File: src/rtl/cpu_pkg.sv
// Shared types for the CPU front-end: address/instruction words, fetch phase and queue entry.
package cpu_pkg;

   localparam int unsigned ADDR_W  = 16;
   localparam int unsigned INSTR_W = 16;
   localparam int unsigned BYTE_W  = 8;

   typedef logic [ADDR_W-1:0]  addr_t;
   typedef logic [INSTR_W-1:0] instr_t;
   typedef logic [BYTE_W-1:0]  byte_t;

   typedef enum logic {
      LO = 1'b0,
      HI = 1'b1
   } fetch_phase_e;

   typedef struct packed {
      addr_t  pc;
      instr_t instr;
   } fetch_entry_t;

   localparam addr_t RESET_PC_DEFAULT = 16'h0000;

endpackage

File: src/rtl/fetch_unit_if.sv
// Byte-RAM read port plus the execute-side instruction handshake and redirect.
interface fetch_unit_if;
   import cpu_pkg::*;

   addr_t  mem_addr;
   logic   mem_cs;
   logic   mem_we;
   byte_t  mem_rdata;
   logic   bus_gnt;
   logic   instr_valid;
   instr_t instr;
   addr_t  instr_pc;
   logic   instr_ready;
   logic   redirect_valid;
   addr_t  redirect_pc;

   modport master (
      output mem_addr, mem_cs, mem_we, instr_valid, instr, instr_pc,
      input  mem_rdata, bus_gnt, instr_ready, redirect_valid, redirect_pc
   );

   modport slave (
      input  mem_addr, mem_cs, mem_we, instr_valid, instr, instr_pc,
      output mem_rdata, bus_gnt, instr_ready, redirect_valid, redirect_pc
   );

endinterface

File: src/rtl/fetch_queue.sv
// Small FIFO of {pc, instr} with registered head; flush beats push and pop.
module fetch_queue
   import cpu_pkg::*;
#(
   parameter int unsigned DEPTH = 2
) (
   input  logic                   clk,
   input  logic                   rst_n,
   input  logic                   flush,
   input  logic                   push,
   input  fetch_entry_t           push_data,
   input  logic                   pop,
   output logic [$clog2(DEPTH):0] count,
   output logic                   head_valid,
   output fetch_entry_t           head
);

   localparam int unsigned AW = $clog2(DEPTH);
   localparam int unsigned CW = AW + 1;

   fetch_entry_t  mem_q [DEPTH];
   logic [AW-1:0] rd_ptr_q, wr_ptr_q, rd_ptr_nxt;
   logic [CW-1:0] count_q, count_nxt, remain_c;
   logic          do_pop_c, do_push_c;
   fetch_entry_t  head_nxt;

   // Head is precomputed so the outputs come straight from flops.
   always_comb begin
      do_pop_c   = pop && (count_q != '0);
      do_push_c  = push && ((count_q != CW'(DEPTH)) || do_pop_c);
      remain_c   = count_q - CW'(do_pop_c);
      count_nxt  = remain_c + CW'(do_push_c);
      rd_ptr_nxt = rd_ptr_q + AW'(do_pop_c);
      head_nxt   = '0;
      if (remain_c != '0) begin
         head_nxt = mem_q[rd_ptr_nxt];
      end else if (do_push_c) begin
         head_nxt = push_data;
      end
   end

   always_ff @(posedge clk) begin
      if (!rst_n || flush) begin
         rd_ptr_q   <= '0;
         wr_ptr_q   <= '0;
         count_q    <= '0;
         head_valid <= 1'b0;
         head       <= '0;
      end else begin
         rd_ptr_q   <= rd_ptr_nxt;
         wr_ptr_q   <= wr_ptr_q + AW'(do_push_c);
         count_q    <= count_nxt;
         head_valid <= (count_nxt != '0);
         head       <= head_nxt;
      end
   end

   always_ff @(posedge clk) begin
      if (do_push_c && !flush) begin
         mem_q[wr_ptr_q] <= push_data;
      end
   end

   assign count = count_q;

endmodule

File: src/rtl/fetch_unit.sv
// Instruction fetch: two byte reads per 16-bit instruction, queued for execute, with redirect flush.
module fetch_unit
   import cpu_pkg::*;
#(
   parameter addr_t       RESET_PC = RESET_PC_DEFAULT,
   parameter int unsigned DEPTH    = 2
) (
   input  logic         clk,
   input  logic         rst_n,
   fetch_unit_if.master bus
);

   localparam int unsigned CW = $clog2(DEPTH) + 1;
   localparam int unsigned SW = CW + 1;

   fetch_phase_e  phase_q, phase_nxt, phase_cur_c;
   addr_t         fetch_pc_q, base_pc_c, issue_addr_c;
   logic          issue_c, issue_hi_c, issue_lo_c, room_c, pop_c, redirect;
   logic [CW-1:0] inflight_q, count;
   logic          mem_cs_q, iss_hi_q;
   addr_t         mem_addr_q;
   logic          ret_v_q, ret_hi_q, ret_drop_q;
   addr_t         ret_addr_q;
   byte_t         lo_hold_q;
   logic          cap_c, push_c;
   fetch_entry_t  push_data_c, head;
   logic          head_valid;

   assign redirect    = bus.redirect_valid;
   assign pop_c       = head_valid && bus.instr_ready;
   // A redirect restarts issue from redirect_pc in phase LO on the same edge.
   assign base_pc_c   = redirect ? bus.redirect_pc : fetch_pc_q;
   assign phase_cur_c = redirect ? LO : phase_q;
   assign room_c      = redirect ||
                        ((SW'(count) + SW'(inflight_q) - SW'(pop_c)) < SW'(DEPTH));

   always_ff @(posedge clk) begin
      if (!rst_n) phase_q <= LO;
      else        phase_q <= phase_nxt;
   end

   always_comb begin
      phase_nxt = phase_cur_c;
      if (issue_c) begin
         phase_nxt = (phase_cur_c == LO) ? HI : LO;
      end
   end

   always_comb begin
      issue_c      = 1'b0;
      issue_hi_c   = 1'b0;
      issue_addr_c = '0;
      case (phase_cur_c)
         LO: begin
            if (bus.bus_gnt && room_c) begin
               issue_c      = 1'b1;
               issue_addr_c = base_pc_c;
            end
         end
         HI: begin
            if (bus.bus_gnt) begin
               issue_c      = 1'b1;
               issue_hi_c   = 1'b1;
               issue_addr_c = base_pc_c + ADDR_W'(1);
            end
         end
         default: ;
      endcase
   end

   assign issue_lo_c = issue_c && !issue_hi_c;

   // Returned byte lines up with ret_*; the hi byte's pc minus one is the instruction pc.
   assign cap_c             = ret_v_q && !ret_drop_q && !redirect;
   assign push_c            = cap_c && ret_hi_q;
   assign push_data_c.pc    = ret_addr_q - ADDR_W'(1);
   assign push_data_c.instr = {bus.mem_rdata, lo_hold_q};

   always_ff @(posedge clk) begin
      if (!rst_n) begin
         fetch_pc_q <= RESET_PC;
         mem_cs_q   <= 1'b0;
         mem_addr_q <= '0;
         iss_hi_q   <= 1'b0;
         ret_v_q    <= 1'b0;
         ret_hi_q   <= 1'b0;
         ret_drop_q <= 1'b0;
         ret_addr_q <= '0;
         lo_hold_q  <= '0;
         inflight_q <= '0;
      end else begin
         fetch_pc_q <= issue_hi_c ? base_pc_c + ADDR_W'(2) : base_pc_c;
         mem_cs_q   <= issue_c;
         mem_addr_q <= issue_addr_c;
         iss_hi_q   <= issue_hi_c;
         ret_v_q    <= mem_cs_q;
         ret_hi_q   <= iss_hi_q;
         ret_drop_q <= redirect;
         ret_addr_q <= mem_addr_q;
         if (cap_c && !ret_hi_q) begin
            lo_hold_q <= bus.mem_rdata;
         end
         if (redirect) inflight_q <= CW'(issue_lo_c);
         else          inflight_q <= inflight_q + CW'(issue_lo_c) - CW'(push_c);
      end
   end

   fetch_queue #(
      .DEPTH (DEPTH)
   ) u_queue (
      .clk        (clk),
      .rst_n      (rst_n),
      .flush      (redirect),
      .push       (push_c),
      .push_data  (push_data_c),
      .pop        (pop_c),
      .count      (count),
      .head_valid (head_valid),
      .head       (head)
   );

   assign bus.mem_addr    = mem_addr_q;
   assign bus.mem_cs      = mem_cs_q;
   assign bus.mem_we      = 1'b0;
   assign bus.instr_valid = head_valid;
   assign bus.instr       = head.instr;
   assign bus.instr_pc    = head.pc;

endmodule
File: src/flat_wrapper.sv
// flat-port wrapper written by rule: the top's interface ports become plain ports
module fetch_unit_flat import cpu_pkg::*;
#(
   parameter addr_t       RESET_PC = RESET_PC_DEFAULT,
   parameter int unsigned DEPTH    = 2
)
  (clk, rst_n, bus_mem_addr, bus_mem_cs, bus_mem_we, bus_instr_valid, bus_instr, bus_instr_pc, bus_mem_rdata, bus_bus_gnt, bus_instr_ready, bus_redirect_valid, bus_redirect_pc);
  fetch_unit_if bus_i ();
  input  logic clk;
  input  logic rst_n;
  output wire logic [$bits(bus_i.mem_addr)-1:0] bus_mem_addr;
  output wire logic [$bits(bus_i.mem_cs)-1:0] bus_mem_cs;
  output wire logic [$bits(bus_i.mem_we)-1:0] bus_mem_we;
  output wire logic [$bits(bus_i.instr_valid)-1:0] bus_instr_valid;
  output wire logic [$bits(bus_i.instr)-1:0] bus_instr;
  output wire logic [$bits(bus_i.instr_pc)-1:0] bus_instr_pc;
  input wire logic [$bits(bus_i.mem_rdata)-1:0] bus_mem_rdata;
  input wire logic [$bits(bus_i.bus_gnt)-1:0] bus_bus_gnt;
  input wire logic [$bits(bus_i.instr_ready)-1:0] bus_instr_ready;
  input wire logic [$bits(bus_i.redirect_valid)-1:0] bus_redirect_valid;
  input wire logic [$bits(bus_i.redirect_pc)-1:0] bus_redirect_pc;
  assign bus_mem_addr = bus_i.mem_addr;
  assign bus_mem_cs = bus_i.mem_cs;
  assign bus_mem_we = bus_i.mem_we;
  assign bus_instr_valid = bus_i.instr_valid;
  assign bus_instr = bus_i.instr;
  assign bus_instr_pc = bus_i.instr_pc;
  assign bus_i.mem_rdata = bus_mem_rdata;
  assign bus_i.bus_gnt = bus_bus_gnt;
  assign bus_i.instr_ready = bus_instr_ready;
  assign bus_i.redirect_valid = bus_redirect_valid;
  assign bus_i.redirect_pc = bus_redirect_pc;
  fetch_unit #(.RESET_PC(RESET_PC), .DEPTH(DEPTH)) u_core (.clk(clk), .rst_n(rst_n), .bus(bus_i));
endmodule
File: config.mk
export PLATFORM = sky130hd
export DESIGN_NAME = fetch_unit_flat
export DESIGN_NICKNAME = d
export VERILOG_FILES = /design/src/rtl/cpu_pkg.sv /design/src/rtl/fetch_unit_if.sv /design/src/rtl/fetch_queue.sv /design/src/rtl/fetch_unit.sv /design/src/flat_wrapper.sv
export SDC_FILE = /design/constraint.sdc
export NUM_CORES = 1
export LEC_CHECK = 0
export CAP_MARGIN = 10
export CORE_ASPECT_RATIO = 1.5
export CORE_MARGIN = 2
export CORE_UTILIZATION = 48
export CTS_CLUSTER_SIZE = 12
export DETAILED_ROUTE_END_ITERATION = 8
export GPL_ROUTABILITY_DRIVEN = 0
export PLACE_DENSITY = 0.73
export SYNTH_ARGS = -nofsm -noshare
export SYNTH_HDL_FRONTEND = slang
export SYNTH_HIERARCHICAL = 1
export SYNTH_SLANG_ARGS = --single-unit
File: constraint.sdc
create_clock -name clk -period 4.3 [get_ports clk]
set_input_delay 0.43 -clock clk [delete_from_list [all_inputs] [get_ports clk]]
set_output_delay 0.43 -clock clk [all_outputs]
set_load 0.005 [all_outputs]
-- Word-level counts from Yosys, hierarchy flattened
Memories as Yosys holds them, arrays and structs flattened.
Index checks and enable logic that the tools add are counted.
- bits in registers: 101
- RAM bits: 64
- input port bits: 29
- output and inout bits: 51
- word-level logic and storage cells: 73
- memories kept: 1
- add/subtract/negate cells: 11
- $lt $le $gt $ge: 1
- equality and inequality tests: 1
- multiplexer cells: 17
- bitwise operators: 2
- reductions and logical operators: 22
- memories (name ; depth ; bits a word ; read ports ; clocked after Yosys merged registers in ; wr ports ; line ; RTL):
    u_core.u_queue.mem_q ; 2 ; 32 ; 1 ; 0 ; 1 ; fetch_queue.sv:21 ; fetch_entry_t mem_q [DEPTH];
- operators by type and width (operator ; number):
    two-way mux 16 bit ; 4
    two-way mux 32 bit ; 2
    case mux 16 bit (2 select lines) ; 1
    adder 16 x 1 -> 16 bit (second input constant) ; 1
    adder 16 x 2 -> 16 bit (second input constant) ; 1
    subtractor 16 x 1 -> 16 bit (second input constant) ; 1
    logical AND 1 bit ; 10
    two-way mux 1 bit ; 9
    nonzero test 2 bit ; 3
    logical NOT 1 bit ; 5
    adder 2 x 1 -> 2 bit ; 2
    subtractor 2 x 1 -> 2 bit ; 2
    adder 2 x 2 -> 3 bit ; 1
    logical OR 1 bit ; 3
    less-than comparator 3 x 2 -> 1 bit (second input constant) ; 1
    subtractor 3 x 1 -> 3 bit ; 1
    adder 1 bit ; 2
    inequality test 2 bit (second input constant) ; 1
    NOT 1 bit ; 2
    case mux 1 bit (2 select lines) ; 1
    OR reduction 2 bit ; 1

-- Logic depth before layout (Yosys ltp)
- depth after elaboration: 11
- depth in mapped cells: 11
- gate-level depth less buffers: 11

-- By module
The synthesis kept the hierarchy.
- modules (own cells, without submodules) (module ; instances ; cells an instance ; area each (µm²) ; sequential area each (µm²)):
    fetch_queue ; 1 ; 278 ; 3854.9 ; 2662.6
    fetch_unit ; 1 ; 355 ; 3198.1 ; 1281.2

-- Worst setup path before layout
No wires, ideal clock.
- path type: input port to flip-flop
- start point: input bus_redirect_valid
- end point: memory u_core/u_queue/mem_q[1][0] (netlist bit), enable pin
- setup time: 468 ps
- arrival time: 3960 ps
- data required time: 3832 ps
- path slack: -128 ps
- cell stages on the path: 6
- path buffers: 3
- path through: buf_2 buf_2 buf_2 nor4bb_1 o31ai_1 nor3b_1
- cells in the longest elaborated chain, start to end: 7
- ends and longest elaborated chain (what ; line ; RTL):
    start: declaration ; flat_wrapper.sv:20 ; input wire logic [$bits(bus_i.redirect_valid)-1:0] bus_redirect_valid;
    logical NOT 1 bit ; fetch_unit.sv:74 ; assign cap_c = ret_v_q && !ret_drop_q && !redirect;
    logical AND 1 bit ; fetch_unit.sv:74 ;
    logical AND 1 bit ; fetch_unit.sv:75 ; assign push_c = cap_c && ret_hi_q;
    net u_core.push_c ; fetch_unit.sv:25 ; logic cap_c, push_c;
    logical AND 1 bit ; fetch_queue.sv:30 ; do_push_c = push && ((count_q != CW'(DEPTH)) || do_pop_c);
    logical AND 1 bit ; fetch_queue.sv:59 ; if (do_push_c && !flush) begin
    two-way mux 1 bit ; fetch_queue.sv:59 ;
    two-way mux 1 bit (implied by the code) ; fetch_queue.sv:60 ; mem_q[wr_ptr_q] <= push_data;
    end: declaration ; fetch_queue.sv:21 ;
The timed path passes the listed nets, and every way through them passes these cells.

-- Worst setup path after layout
- start point: input bus_instr_ready
- end point: register u_core.inflight_q[0]
- cells in the longest elaborated chain, start to end: 11
- ends and longest elaborated chain (what ; line ; RTL):
    start: declaration ; flat_wrapper.sv:19 ; input wire logic [$bits(bus_i.instr_ready)-1:0] bus_instr_ready;
    logical AND 1 bit * ; fetch_unit.sv:30 ; assign pop_c = head_valid && bus.instr_ready;
    net u_core.pop_c ; fetch_unit.sv:18 ; logic issue_c, issue_hi_c, issue_lo_c, room_c, pop_c, redirect;
    subtractor 3 x 1 -> 3 bit * ; fetch_unit.sv:35 ; ((SW'(count) + SW'(inflight_q) - SW'(pop_c)) < SW'(DEPTH));
    less-than comparator 3 x 2 -> 1 bit * ; fetch_unit.sv:35 ;
    logical OR 1 bit * ; fetch_unit.sv:34 ; assign room_c = redirect ||
    logical AND 1 bit * ; fetch_unit.sv:55 ; if (bus.bus_gnt && room_c) begin
    two-way mux 1 bit * ; fetch_unit.sv:55 ;
    case mux 1 bit (2 select lines) * ; fetch_unit.sv:53 ; case (phase_cur_c)
    logical AND 1 bit * ; fetch_unit.sv:71 ; assign issue_lo_c = issue_c && !issue_hi_c;
    adder 2 x 1 -> 2 bit ; fetch_unit.sv:104 ; else inflight_q <= inflight_q + CW'(issue_lo_c) - CW'(push_c);
    subtractor 2 x 1 -> 2 bit ; fetch_unit.sv:104 ;
    two-way mux 1 bit * ; fetch_unit.sv:103 ; if (redirect) inflight_q <= CW'(issue_lo_c);
    end signal: assignment ; fetch_unit.sv:103 ;
    end signal: assignment ; fetch_unit.sv:104 ;
    end: declaration ; fetch_unit.sv:19 ; logic [CW-1:0] inflight_q, count;
The timed path passes the listed nets; every way through them passes the cells marked *.
A chain may end at the register's enable or synchronous reset.

==> metrics.md <==
| Metric | Value |
|---|---|
| Outcome | `complete, no violations` |
| Total negative slack for setup checks | `0 ps` |
| Final critical delay including setup and external delays | `3000 ps` |
| Power per standard cell area | `397 mW/mm^2` |
| DIE WIDTH | `103 um` |
| Insertion delay of the later-clocked pin in the worst-skew pair | `420 ps` |
| Power share of the sequential group | `49.7%` |
| Initial Util | `48.8%` |
| Syn-to-layout area delta | `20.6%` |
| First-pass GRT wire length | `24.5 mm` |
| Pin count of the biggest net entering global routing | `39` |
| Post-synth EDFFs | `64` |
| Overall via count from detail_route | `4964` |
| Most frequent cells in the layout | `dfxtp_1, nand2_1, clkdlybuf4s50_1` |
| Internal Power | `2.58 mW` |
| Die area | `0.0157 mm^2` |
| Total number of H-tree levels | `4` |
| Max-slew violation count | `0` |
| Unrepaired setup endpoints after global routing | `false` |
| Die Span Y | `152 um` |
| Async set or reset register ratio after synthesis | `0%` |
| Maximum clock rate | `0.333 GHz` |
| Core box area | `0.0145 mm^2` |
| CTS tree | `done` |
| Total I/O pin count | `80` |
| Cells after Synth | `633` |
| Register clock-pin slew on the reported worst setup and hold paths | `70 ps` |
| Aggregate routed wire length | `15.0 mm` |
| Post-detailed-placement cell area | `0.00793 mm^2` |
| Final core utilization | `58.8%` |
| Count of cell types in the netlist | `65` |
| Total of warnings raised by yosys | `6` |
| Number of standard-cell rows in the floorplan | `54` |
| TritonRoute pass-1 iters | `4` |
| Post-detail-place hpwl | `10.0 mm` |
| Area of all placed cells without fillers | `0.00850 mm^2` |
| Area used by multi-input combinational logic | `0.00281 mm^2` |
| Worst slew margin relative to its limit | `45.5%` |
| GRT Resource Usage Total | `20.0%` |
| Wire length per cell | `16.4 um` |
| Cell at the root of the clock tree | `clkbuf_16` |
| Hold-fix buffers at CTS | `0` |
| Post-synth design cell area | `0.00705 mm^2` |
| Violation count after the first detailed-routing iteration | `250` |
| Static Leakage | `3.06 nW` |
| Number of max-cap violations | `0` |
| Final setup fails | `0` |
| Most common cell after layout, fill and taps aside | `dfxtp_1` |
| Buffers inserted by post-CTS timing repair | `0` |
| Critical path peak fanout | `7` |
| Post-route ant nets | `0` |
| Post-synthesis sequential area ratio | `55.9%` |
| Sequential cell area | `0.00394 mm^2` |
| Hold crit path type | `flip-flop to flip-flop` |
| DRC errors left | `0` |
| Startpoint types | `input pin` |
| CP Data Arrival Time | `3310 ps` |
| FF+latch count, synth | `165` |
| Worst-case clock buffer depth | `2` |
| Class of the most critical setup path | `input pin to flip-flop` |
| Post-route non-filler standard cell count | `913` |
| Comb power frac | `7.1%` |
| Relative contribution of the clock network to total power | `43.1%` |
| Reported net switching power | `0.799 mW` |
| Count of input and output buffers | `78` |
| Post-DR vias/cell | `5.44` |
| Most used flip-flop cell after synthesis | `dfxtp_1` |
| Number of nets at the end of the flow | `743` |
| Proportion of total power due to net switching | `23.7%` |
| # placed instances | `881` |
| Number of antenna violations at the first check in global routing | `0` |
| Max Clock Skew | `9.21 ps` |
| Antenna diode count | `0` |
| Sink Count | `165` |
| Total power consumption of the routed design | `3.38 mW` |
| Maximum vdd ir drop | `275 uV` |
| Final Hold Viols | `0` |
| Congestion Overflow GR | `0` |
| Via count of the first global-routing pass | `5042` |
| Worst Tran Pin Value | `810 ps` |
| Number of fill cells in the layout | `1223` |
| Crit share post-route | `69.8%` |
| Crit end category | `flip-flop` |
| Number of buffers created by CTS | `17` |
| Syn Nets | `672` |
| Number of cells upsized or downsized after cts | `0` |
| Proportion of layout cells with a drive suffix above 1 | `9.34%` |
| Post-Syn Area per Cell | `11.1 um^2` |
| Endpoint required time on the critical path | `4600 ps` |
[cell usage after synthesis (2+ instances only)]
| library cell | instances | area share [%] |
|---|---|---|
| dfxtp_1 | 101 | 29 |
| o21a_1 | 2 | 0.21 |
| nand3b_1 | 9 | 0.96 |
| a22oi_1 | 3 | 0.32 |
| buf_4 | 3 | 0.32 |
| a21oi_1 | 17 | 1.2 |
| nor3_1 | 39 | 2.8 |
| o21ai_1 | 2 | 0.14 |
| ha_1 | 9 | 1.6 |
| or3_4 | 2 | 0.32 |
| mux2_2 | 2 | 0.32 |
| clkbuf_1 | 10 | 0.53 |
| nand3_1 | 17 | 1.2 |
| a311o_1 | 32 | 4.5 |
| and2_1 | 25 | 2.2 |
| and2_2 | 2 | 0.21 |
| nor3b_1 | 4 | 0.43 |
| a211oi_2 | 3 | 0.53 |
| nor2_1 | 27 | 1.4 |
| and2_0 | 30 | 2.7 |
| inv_1 | 21 | 1.1 |
| o211a_1 | 2 | 0.28 |
| nand4_1 | 4 | 0.35 |
| edfxtp_1 | 64 | 27 |
| nand4b_1 | 3 | 0.37 |
| a221oi_1 | 2 | 0.25 |
| buf_2 | 9 | 0.64 |
| buf_6 | 13 | 2.1 |
| o21ai_0 | 3 | 0.21 |
| nand2b_1 | 2 | 0.18 |
| xnor2_1 | 22 | 2.7 |
| nor3_2 | 2 | 0.28 |
| nand2_1 | 79 | 4.2 |
| o22ai_1 | 6 | 0.53 |
| xor2_1 | 15 | 1.9 |
| mux2i_1 | 15 | 2.1 |
| a211oi_1 | 4 | 0.43 |
[flip-flops by register name, summed over array words and instances, names as in the netlist]
name                       count
u_core/phase_q                 1
u_core/u_queue/head_valid      1
u_core/bus.mem_cs              1
u_core/u_queue/mem_q          64
u_core/ret_drop_q              1
u_core/u_queue/head           32
u_core/ret_addr_q             16
u_core/u_queue/rd_ptr_q        1
u_core/fetch_pc_q             16
u_core/u_queue/count           2
u_core/iss_hi_q                1
u_core/u_queue/wr_ptr_q        1
u_core/ret_v_q                 1
u_core/inflight_q              2
u_core/lo_hold_q               8
u_core/ret_hi_q                1
u_core/bus.mem_addr           16
[metal layers]
metal  share of wire, %  global-route usage, %  vias up
met1                 39                   23.1     2379
met5                  0                      0        -
li1                   -                      -     2402
met3                4.7                   3.94       22
met4                2.0                   8.52        0
met2                 54                   35.1      161
[cell families (layout without fill, tap and decap cells)]
family                   Yosys count  count (layout)  synth area share [%]
XOR/XNOR                          38              38                  4.83
AND/OR/NAND/NOR                  259             259                  20.1
adder cells (fa/ha/maj)           10              10                  1.88
flip-flops                       165             165                  55.9
buffers and inverters             57             141                  4.74
AO/OA/AOI/OAI                     86              86                  10.0
other                              1               1                0.0532
multiplexers                      17              17                  2.45
[worst max-delay path, cell delays in order]
cell and delay (ps):
clkdlybuf4s50_1 450, and2_1 230, ha_1 260, nand2b_1 150
fa_1 380, xnor2_1 170, nor3b_1 70, o21ai_1 390
inv_1 260, ha_1 340, mux2i_1 130, nor2_1 50
[through the flow]
step	worst slack (ps)	hold slack [ps]
2_1_floorplan	55.9	412
3_3_place_gp	992	422
3_5_place_dp	876	424
4_1_cts	1320	445
5_1_grt	1150	483
6_report	1300	441
[area by class of cell]
class / count / share of cell area (%)
flip-flops and latches: 165 / 46.4
multi-input cells: 411 / 33.0
repair buffers: 87 / 10.1
clock buffers: 17 / 5.00
well taps: 196 / 2.88
clock inverters: 15 / 1.71
inverters: 22 / 0.971
[final timing paths]
path / start / end / slack [ps] / cells after the start
worst min-delay path: u_core/iss_hi_q / u_core/ret_hi_q / 440 / 1
worst max register to register: u_core/u_queue/head_valid / u_core/inflight_q[0] / 1430 / 11
worst min register to register: u_core/iss_hi_q / u_core/ret_hi_q / 440 / 1
worst max-delay path: bus_instr_ready / u_core/inflight_q[0] / 1300 / 12
[power by group through the flow]
| stage | clock network (mW) | registers [mW] | logic, mW |
|---|---|---|---|
| 6_report | 1.46 | 1.68 | 0.240 |
| 5_1_grt | 1.55 | 1.68 | 0.265 |
| 4_1_cts | 1.48 | 1.68 | 0.241 |
| 3_5_place_dp | 0 | 1.71 | 0.239 |
| 3_3_place_gp | 0 | 1.71 | 0.232 |
| 2_1_floorplan | 0 | 1.71 | 0.152 |
Note: power is estimated with default switching activity, not from simulation.
